$ cat config.mk
export PLATFORM = sky130hd
export DESIGN_NAME = i2s_rx_deser
export DESIGN_NICKNAME = d
export VERILOG_FILES = /design/src/rtl/i2s_pkg.sv /design/src/rtl/i2s_word_deser.sv /design/src/rtl/i2s_rx_deser.sv
export SDC_FILE = /design/constraint.sdc
export NUM_CORES = 1
export LEC_CHECK = 0
export BUFFER_PORTS_ARGS = -buffer_cell sky130_fd_sc_hd__buf_2
export CAP_MARGIN = 20
export CORE_MARGIN = 8
export CORE_UTILIZATION = 52
export DETAILED_ROUTE_END_ITERATION = 10
export GPL_ROUTABILITY_DRIVEN = 0
export PLACE_DENSITY = 0.83
export SLEW_MARGIN = 20
export SYNTH_ARGS = -nofsm -noshare
export SYNTH_HDL_FRONTEND = slang
export SYNTH_SLANG_ARGS = --single-unit
$ cat constraint.sdc
create_clock -name sclk -period 1.9 [get_ports sclk]
set_input_delay 0 -clock sclk [delete_from_list [all_inputs] [get_ports sclk]]
set_output_delay 0 -clock sclk [all_outputs]
set_load 0.02 [all_outputs]
$ cat src/rtl/i2s_pkg.sv
// i2s_pkg: shared sample width default and receiver FSM state encoding.
package i2s_pkg;
    localparam int I2S_AUDIO_DW = 16;
    typedef enum logic [1:0] {SYNC, LEFT, RIGHT} i2s_state_e;
endpackage

$ cat src/rtl/i2s_word_deser.sv
// i2s_word_deser: MSB-first word capture with a saturating bit counter.
// The word is zero-based on its first captured bit, so short words are zero-filled and long words truncated.
module i2s_word_deser
    import i2s_pkg::*;
#(
    parameter int DW = I2S_AUDIO_DW
) (
    input  logic          sclk,
    input  logic          reset_n,
    input  logic          clr,
    input  logic          en,
    input  logic          bit_in,
    output logic [DW-1:0] word
);
    localparam int CW = $clog2(DW + 1);
    localparam int IW = $clog2(DW);
    logic [CW-1:0] cnt_q, cnt_d;
    logic [DW-1:0] word_q, word_d;
    logic [IW-1:0] idx;
    assign idx = IW'(DW - 1 - int'(cnt_q));
    always_comb begin
        cnt_d  = clr ? '0 : cnt_q;
        word_d = word_q;
        if (!clr && en && cnt_q < CW'(DW)) begin
            word_d      = (cnt_q == '0) ? '0 : word_q;
            word_d[idx] = bit_in;
            cnt_d       = cnt_q + CW'(1);
        end
    end
    always_ff @(posedge sclk or negedge reset_n) begin
        if (!reset_n) begin
            cnt_q  <= '0;
            word_q <= '0;
        end else begin
            cnt_q  <= cnt_d;
            word_q <= word_d;
        end
    end
    // Next-state view lets the caller latch a word that completes on this very edge.
    assign word = word_d;
endmodule

$ cat src/rtl/i2s_rx_deser.sv
// i2s_rx_deser: I2S receiver that frames left/right words into stereo pairs
// and hands them out over a valid/ready handshake with a sticky overrun flag.
module i2s_rx_deser
    import i2s_pkg::*;
#(
    parameter int AUDIO_DW = I2S_AUDIO_DW
) (
    input  logic                sclk,
    input  logic                reset_n,
    input  logic                lrclk,
    input  logic                sdata,
    output logic [AUDIO_DW-1:0] left_rx_chan,
    output logic [AUDIO_DW-1:0] right_rx_chan,
    output logic                sample_valid,
    input  logic                sample_ready,
    output logic                overrun,
    input  logic                overrun_clr
);
    i2s_state_e state_q, state_d;
    logic lrclk_q, rise, fall, frame_done, load;
    logic valid_q, valid_d, overrun_q, overrun_d;
    logic [AUDIO_DW-1:0] left_word, right_word, left_q, left_d, right_q, right_d;
    assign rise       = lrclk & ~lrclk_q;
    assign fall       = ~lrclk & lrclk_q;
    assign frame_done = (state_q == RIGHT) && fall;
    assign load       = frame_done && (!valid_q || sample_ready);
    i2s_word_deser #(.DW(AUDIO_DW)) u_left (
        .sclk(sclk), .reset_n(reset_n), .clr(fall), .en(state_q == LEFT),
        .bit_in(sdata), .word(left_word)
    );
    i2s_word_deser #(.DW(AUDIO_DW)) u_right (
        .sclk(sclk), .reset_n(reset_n), .clr(rise), .en(state_q == RIGHT),
        .bit_in(sdata), .word(right_word)
    );
    // Any edge the current state does not expect drops back to SYNC.
    always_comb begin
        state_d = state_q;
        if (fall)
            state_d = (state_q == LEFT) ? SYNC : LEFT;
        else if (rise)
            state_d = (state_q == LEFT) ? RIGHT : SYNC;
    end
    always_comb begin
        left_d    = load ? left_word : left_q;
        right_d   = load ? right_word : right_q;
        valid_d   = load || (valid_q && !sample_ready);
        overrun_d = (frame_done && valid_q && !sample_ready) || (overrun_q && !overrun_clr);
    end
    always_ff @(posedge sclk or negedge reset_n) begin
        if (!reset_n) begin
            state_q   <= SYNC;
            lrclk_q   <= 1'b0;
            left_q    <= '0;
            right_q   <= '0;
            valid_q   <= 1'b0;
            overrun_q <= 1'b0;
        end else begin
            state_q   <= state_d;
            lrclk_q   <= lrclk;
            left_q    <= left_d;
            right_q   <= right_d;
            valid_q   <= valid_d;
            overrun_q <= overrun_d;
        end
    end
    assign left_rx_chan  = left_q;
    assign right_rx_chan = right_q;
    assign sample_valid  = valid_q;
    assign overrun       = overrun_q;
endmodule

==> run_summary.xml <==
<?xml version="1.0" encoding="UTF-8"?>
<metrics>
  <group name="outcome">
    <metric name="run_status" unit="">completed</metric>
  </group>
  <group name="clock_network">
    <metric name="cts-root-to-sink-buffers" unit="">2</metric>
    <metric name="clock_tree_from_tritoncts" unit="">done</metric>
    <metric name="clock_tree.htree_level_count" unit="">3</metric>
    <metric name="cts.reportedPaths.clkPinSlew" unit="ns">0.08</metric>
    <metric name="tritoncts.num_buffers" unit="">9</metric>
    <metric name="insertion_delay" unit="ns">0.35</metric>
    <metric name="clock-root-buffer" unit="">clkbuf_8</metric>
    <metric name="tritoncts_num_sinks" unit="">79</metric>
  </group>
  <group name="drt">
    <metric name="drtPass1Iterations" unit="">4</metric>
    <metric name="post_drt_wl_per_cell" unit="um">15.97</metric>
    <metric name="detail_route.vias_per_cell" unit="">5.620</metric>
    <metric name="route.detailed.drc" unit="">0</metric>
    <metric name="route.antenna.remaining_nets" unit="">0</metric>
    <metric name="total_number_of_vias" unit="">2636</metric>
    <metric name="number_of_drc_markers_after_the_initial_detailed_route_iteration" unit="">131</metric>
    <metric name="routed_wl" unit="um">7488</metric>
  </group>
  <group name="timing">
    <metric name="relSlewSlack" unit="%">70.88</metric>
    <metric name="finalClockSkew" unit="ns">0.008728</metric>
    <metric name="finalHoldViolations" unit="">0</metric>
    <metric name="worst_pin_slew" unit="ns">0.4368</metric>
    <metric name="grt_setup_unrepaired" unit="">yes</metric>
    <metric name="final-max-slew-violation-count" unit="">0</metric>
    <metric name="finalWorstPathRequiredPeriod" unit="ns">1.857</metric>
    <metric name="setup_viol" unit="">0</metric>
    <metric name="maxClockFrequency" unit="MHz">538.6</metric>
    <metric name="fin_crit_sh" unit="%">97.72</metric>
  </group>
  <group name="yosys">
    <metric name="netlist_instances" unit="">325</metric>
    <metric name="synth_sequential_area_ratio" unit="%">55.01</metric>
    <metric name="synth-seq-cells" unit="">79</metric>
    <metric name="synth-async-reset-ratio" unit="%">100.0</metric>
    <metric name="ys_dominant_reg_cell" unit="">dfrtp_1</metric>
    <metric name="synthesis.nets" unit="">341</metric>
    <metric name="synth_enable_flop_cells" unit="">0</metric>
    <metric name="syn-mean-instance-area" unit="um^2">11.06</metric>
    <metric name="syn_std_cell_area" unit="um^2">3593</metric>
    <metric name="synth_cell_types" unit="">41</metric>
    <metric name="yosys_warnings" unit="">0</metric>
  </group>
  <group name="global_route">
    <metric name="globalRoute.totalOverflow" unit="">0</metric>
    <metric name="grt_antenna_before_repair" unit="">0</metric>
    <metric name="grtUsageTotal" unit="%">16.26</metric>
    <metric name="grt_start_max_net_pins" unit="">48</metric>
    <metric name="number_of_global_route_vias_before_repair" unit="">2670</metric>
    <metric name="grt_first_pass_wirelength" unit="um">12900</metric>
  </group>
  <group name="floorplanning">
    <metric name="die_w" unit="um">99.13</metric>
    <metric name="std_cell_rows" unit="">30</metric>
    <metric name="die_area" unit="um^2">9827</metric>
    <metric name="design.core.area" unit="um^2">6756</metric>
    <metric name="io_pins" unit="">40</metric>
    <metric name="floorplan.die.height" unit="um">99.13</metric>
    <metric name="initial_core_util" unit="%">53.19</metric>
  </group>
  <group name="layout">
    <metric name="insertedDiodeCount" unit="">0</metric>
    <metric name="syn2layout_area_growth" unit="%">19.19</metric>
    <metric name="finalNonFillerCells" unit="">469</metric>
    <metric name="num-fill-cells" unit="">523</metric>
    <metric name="share_of_post_route_cells_with_drive_strength_above_1" unit="%">29.82</metric>
    <metric name="cell_area_after_layout" unit="um^2">4283</metric>
    <metric name="sequential_cell_area_in_the_final_layout" unit="um^2">1977</metric>
    <metric name="final_nets" unit="">400</metric>
    <metric name="multi_input_area" unit="um^2">1516</metric>
  </group>
  <group name="min_path">
    <metric name="hold_path.class" unit="">in -&gt; reg</metric>
    <metric name="holdPathStages" unit="">3</metric>
  </group>
  <group name="worst_setup_path">
    <metric name="timing.reg2reg.worst_path_depth" unit="">6</metric>
    <metric name="setup.reg_to_reg.worst_slack" unit="ns">0.04</metric>
    <metric name="setup.worst_path.class" unit="">reg -&gt; reg</metric>
    <metric name="crit_path_end_kind" unit="">flop</metric>
    <metric name="worstReg2RegEnd" unit="">u_left.word_q[6]$_DFF_PN0_</metric>
    <metric name="critPathLaunchType" unit="">flop</metric>
    <metric name="setup.worst_path.start" unit="">lrclk_q$_DFF_PN0_</metric>
    <metric name="critPathArrivalTime" unit="ns">2.07</metric>
    <metric name="worst-endpoint-required" unit="ns">2.12</metric>
    <metric name="critical_path_peak_fanout" unit="">10</metric>
    <metric name="crit_path_end" unit="">u_left.word_q[6]$_DFF_PN0_</metric>
    <metric name="regToRegStartpoint" unit="">lrclk_q$_DFF_PN0_</metric>
  </group>
  <group name="place">
    <metric name="post_dp_cell_area" unit="um^2">3984</metric>
    <metric name="placed_cells" unit="">446</metric>
    <metric name="io_buffer_count" unit="">39</metric>
    <metric name="dp_hpwl" unit="um">5108</metric>
  </group>
  <group name="flow_run">
    <metric name="cap_violations" unit="">0</metric>
  </group>
  <group name="power_and_ir_drop">
    <metric name="power_leakage" unit="nW">2.167</metric>
    <metric name="ir_drop" unit="uV">586.2</metric>
    <metric name="report.power.total" unit="mW">4.411</metric>
    <metric name="power_density" unit="nW/um^2">1030</metric>
  </group>
</metrics>
==> logic make-up (layout without fill, tap and decap cells) <==
logic type	after synthesis	count (layout)	share of synthesized area, %
and+or+nand+nor	87	87	13.37
AOI/OAI and AO/OA	82	82	13.54
DFF	79	79	55.01
buffers and inverters	31	95	3.760
muxes	30	30	9.366
adders and majority gates	10	10	3.482
xor gates and xnor gates	6	6	1.462
==> cells in the mapped netlist (2+ instances only) <==
cell        n  area, um^2
clkbuf_1    9       33.78
xnor2_1     2       17.52
dfrtp_1    79        1977
o2bb2ai_1   8       70.07
xor2_1      4       35.03
and3_1      4       25.02
nand2_1    30       112.6
and3b_1     6       52.55
nand4_1     2       12.51
mux2_2     29       326.6
ha_1       10       125.1
nor2b_1     4       25.02
o21ai_0    41       205.2
inv_1      12       45.04
o31ai_2     2       25.02
nand2b_1    7       43.79
o211ai_1    3       22.52
nand3_1     4       20.02
a21o_1      2       15.01
nor2_1     17       63.81
buf_1       2       7.510
a22o_1      2       17.52
buf_2       6       30.03
o31ai_1     2       15.01
nor3_1      2       10.01
nor4b_2     2       30.03
nor3b_1     3       22.52
a21oi_1    12       60.06
o21ai_1     7       35.03
==> per-stage QoR <==
| stage | TNS (ns) | setup slack (ns) | hold slack [ns] | util (%) |
|---|---|---|---|---|
| floorplan | 0 | 0.09514 | -0.2956 | - |
| global placement | 0 | 0.07621 | -0.03788 | 58.96 |
| detailed placement | 0 | 0.01013 | -0.02884 | 58.96 |
| CTS | 0 | 0.02356 | 0.04932 | 62.78 |
| global route | -0.3535 | -0.04097 | 0.06498 | 63.39 |
| finish | 0 | 0.04340 | 0.06383 | 63.39 |
==> layout make-up <==
type | instances | share of cell area, %
clock buffer | 9 | 2.892
sequential | 79 | 46.16
multi-input combinational | 215 | 35.41
inverter | 12 | 1.052
clock inverter | 7 | 1.694
timing repair buffer | 67 | 10.46
tap | 80 | 2.337
==> power by group <==
| group | switching (mW) | leakage, nW | internal, mW | total [mW] |
|---|---|---|---|---|
| Clock | 0.630 | 0.0956 | 0.608 | 1.24 |
| Sequential | 0.0793 | 1.09 | 1.84 | 1.92 |
| Combinational | 0.718 | 0.982 | 0.530 | 1.25 |
| Total | 1.43 | 2.17 | 2.98 | 4.41 |
==> sequential cells by signal (all words and copies together), names as in the netlist <==
name / flops
state_q: 2
overrun: 1
u_right.word_q: 16
sample_valid: 1
u_right.cnt_q: 5
u_left.cnt_q: 5
left_rx_chan: 16
u_left.word_q: 16
right_rx_chan: 16
lrclk_q: 1
==> layer usage <==
layer | share of wire, % | global-route usage, % | wire [um]
met5 | 0 | 0 | 0
met1 | 44 | 20.49 | 3283
met4 | 2.2 | 7.451 | 164
met2 | 48 | 25.47 | 3589
met3 | 6.0 | 4.539 | 451
==> worst max-delay path, cell delays in order (launching register included) <==
cell	delay, ns
dfrtp_1	0.38
ha_1	0.33
nor3b_2	0.25
buf_4	0.15
nand2b_1	0.19
o21ai_0	0.27
o21ai_0	0.15
==> layout by cell type (no fill, tap or decap), types with 8 or more instances in the layout <==
master and count:
dfrtp_1 79, buf_2 40, o21ai_0 39, nand2_1 30, mux2_2 29, buf_4 18
nor2_1 17, inv_1 12, a21oi_1 12, o21ai_1 9, ha_1 9, clkbuf_8 9
o2bb2ai_1 8
==> how the worst min path moves through the flow <==
stage | start | to | slack, ns
global placement | reset_n | overrun$_DFF_PN0_ | -0.04
finish | sdata | u_left.word_q[11]$_DFF_PN0_ | 0.06
global route | sdata | u_left.word_q[11]$_DFF_PN0_ | 0.06
floorplan | reset_n | left_rx_chan[0]$_DFFE_PN0P_ | -0.30
CTS | sdata | u_left.word_q[11]$_DFF_PN0_ | 0.05
detailed placement | reset_n | overrun$_DFF_PN0_ | -0.03
==> timing repair <==
item,in CTS,in global routing
gates resized for setup,2,10
hold buffers,5,0
setup buffers,0,0
pin swaps,0,1
endpoints found under the setup margin,2,15
cloned,0,2
hold endpoints to repair,82,0
Power figures use the tool's default switching activity.
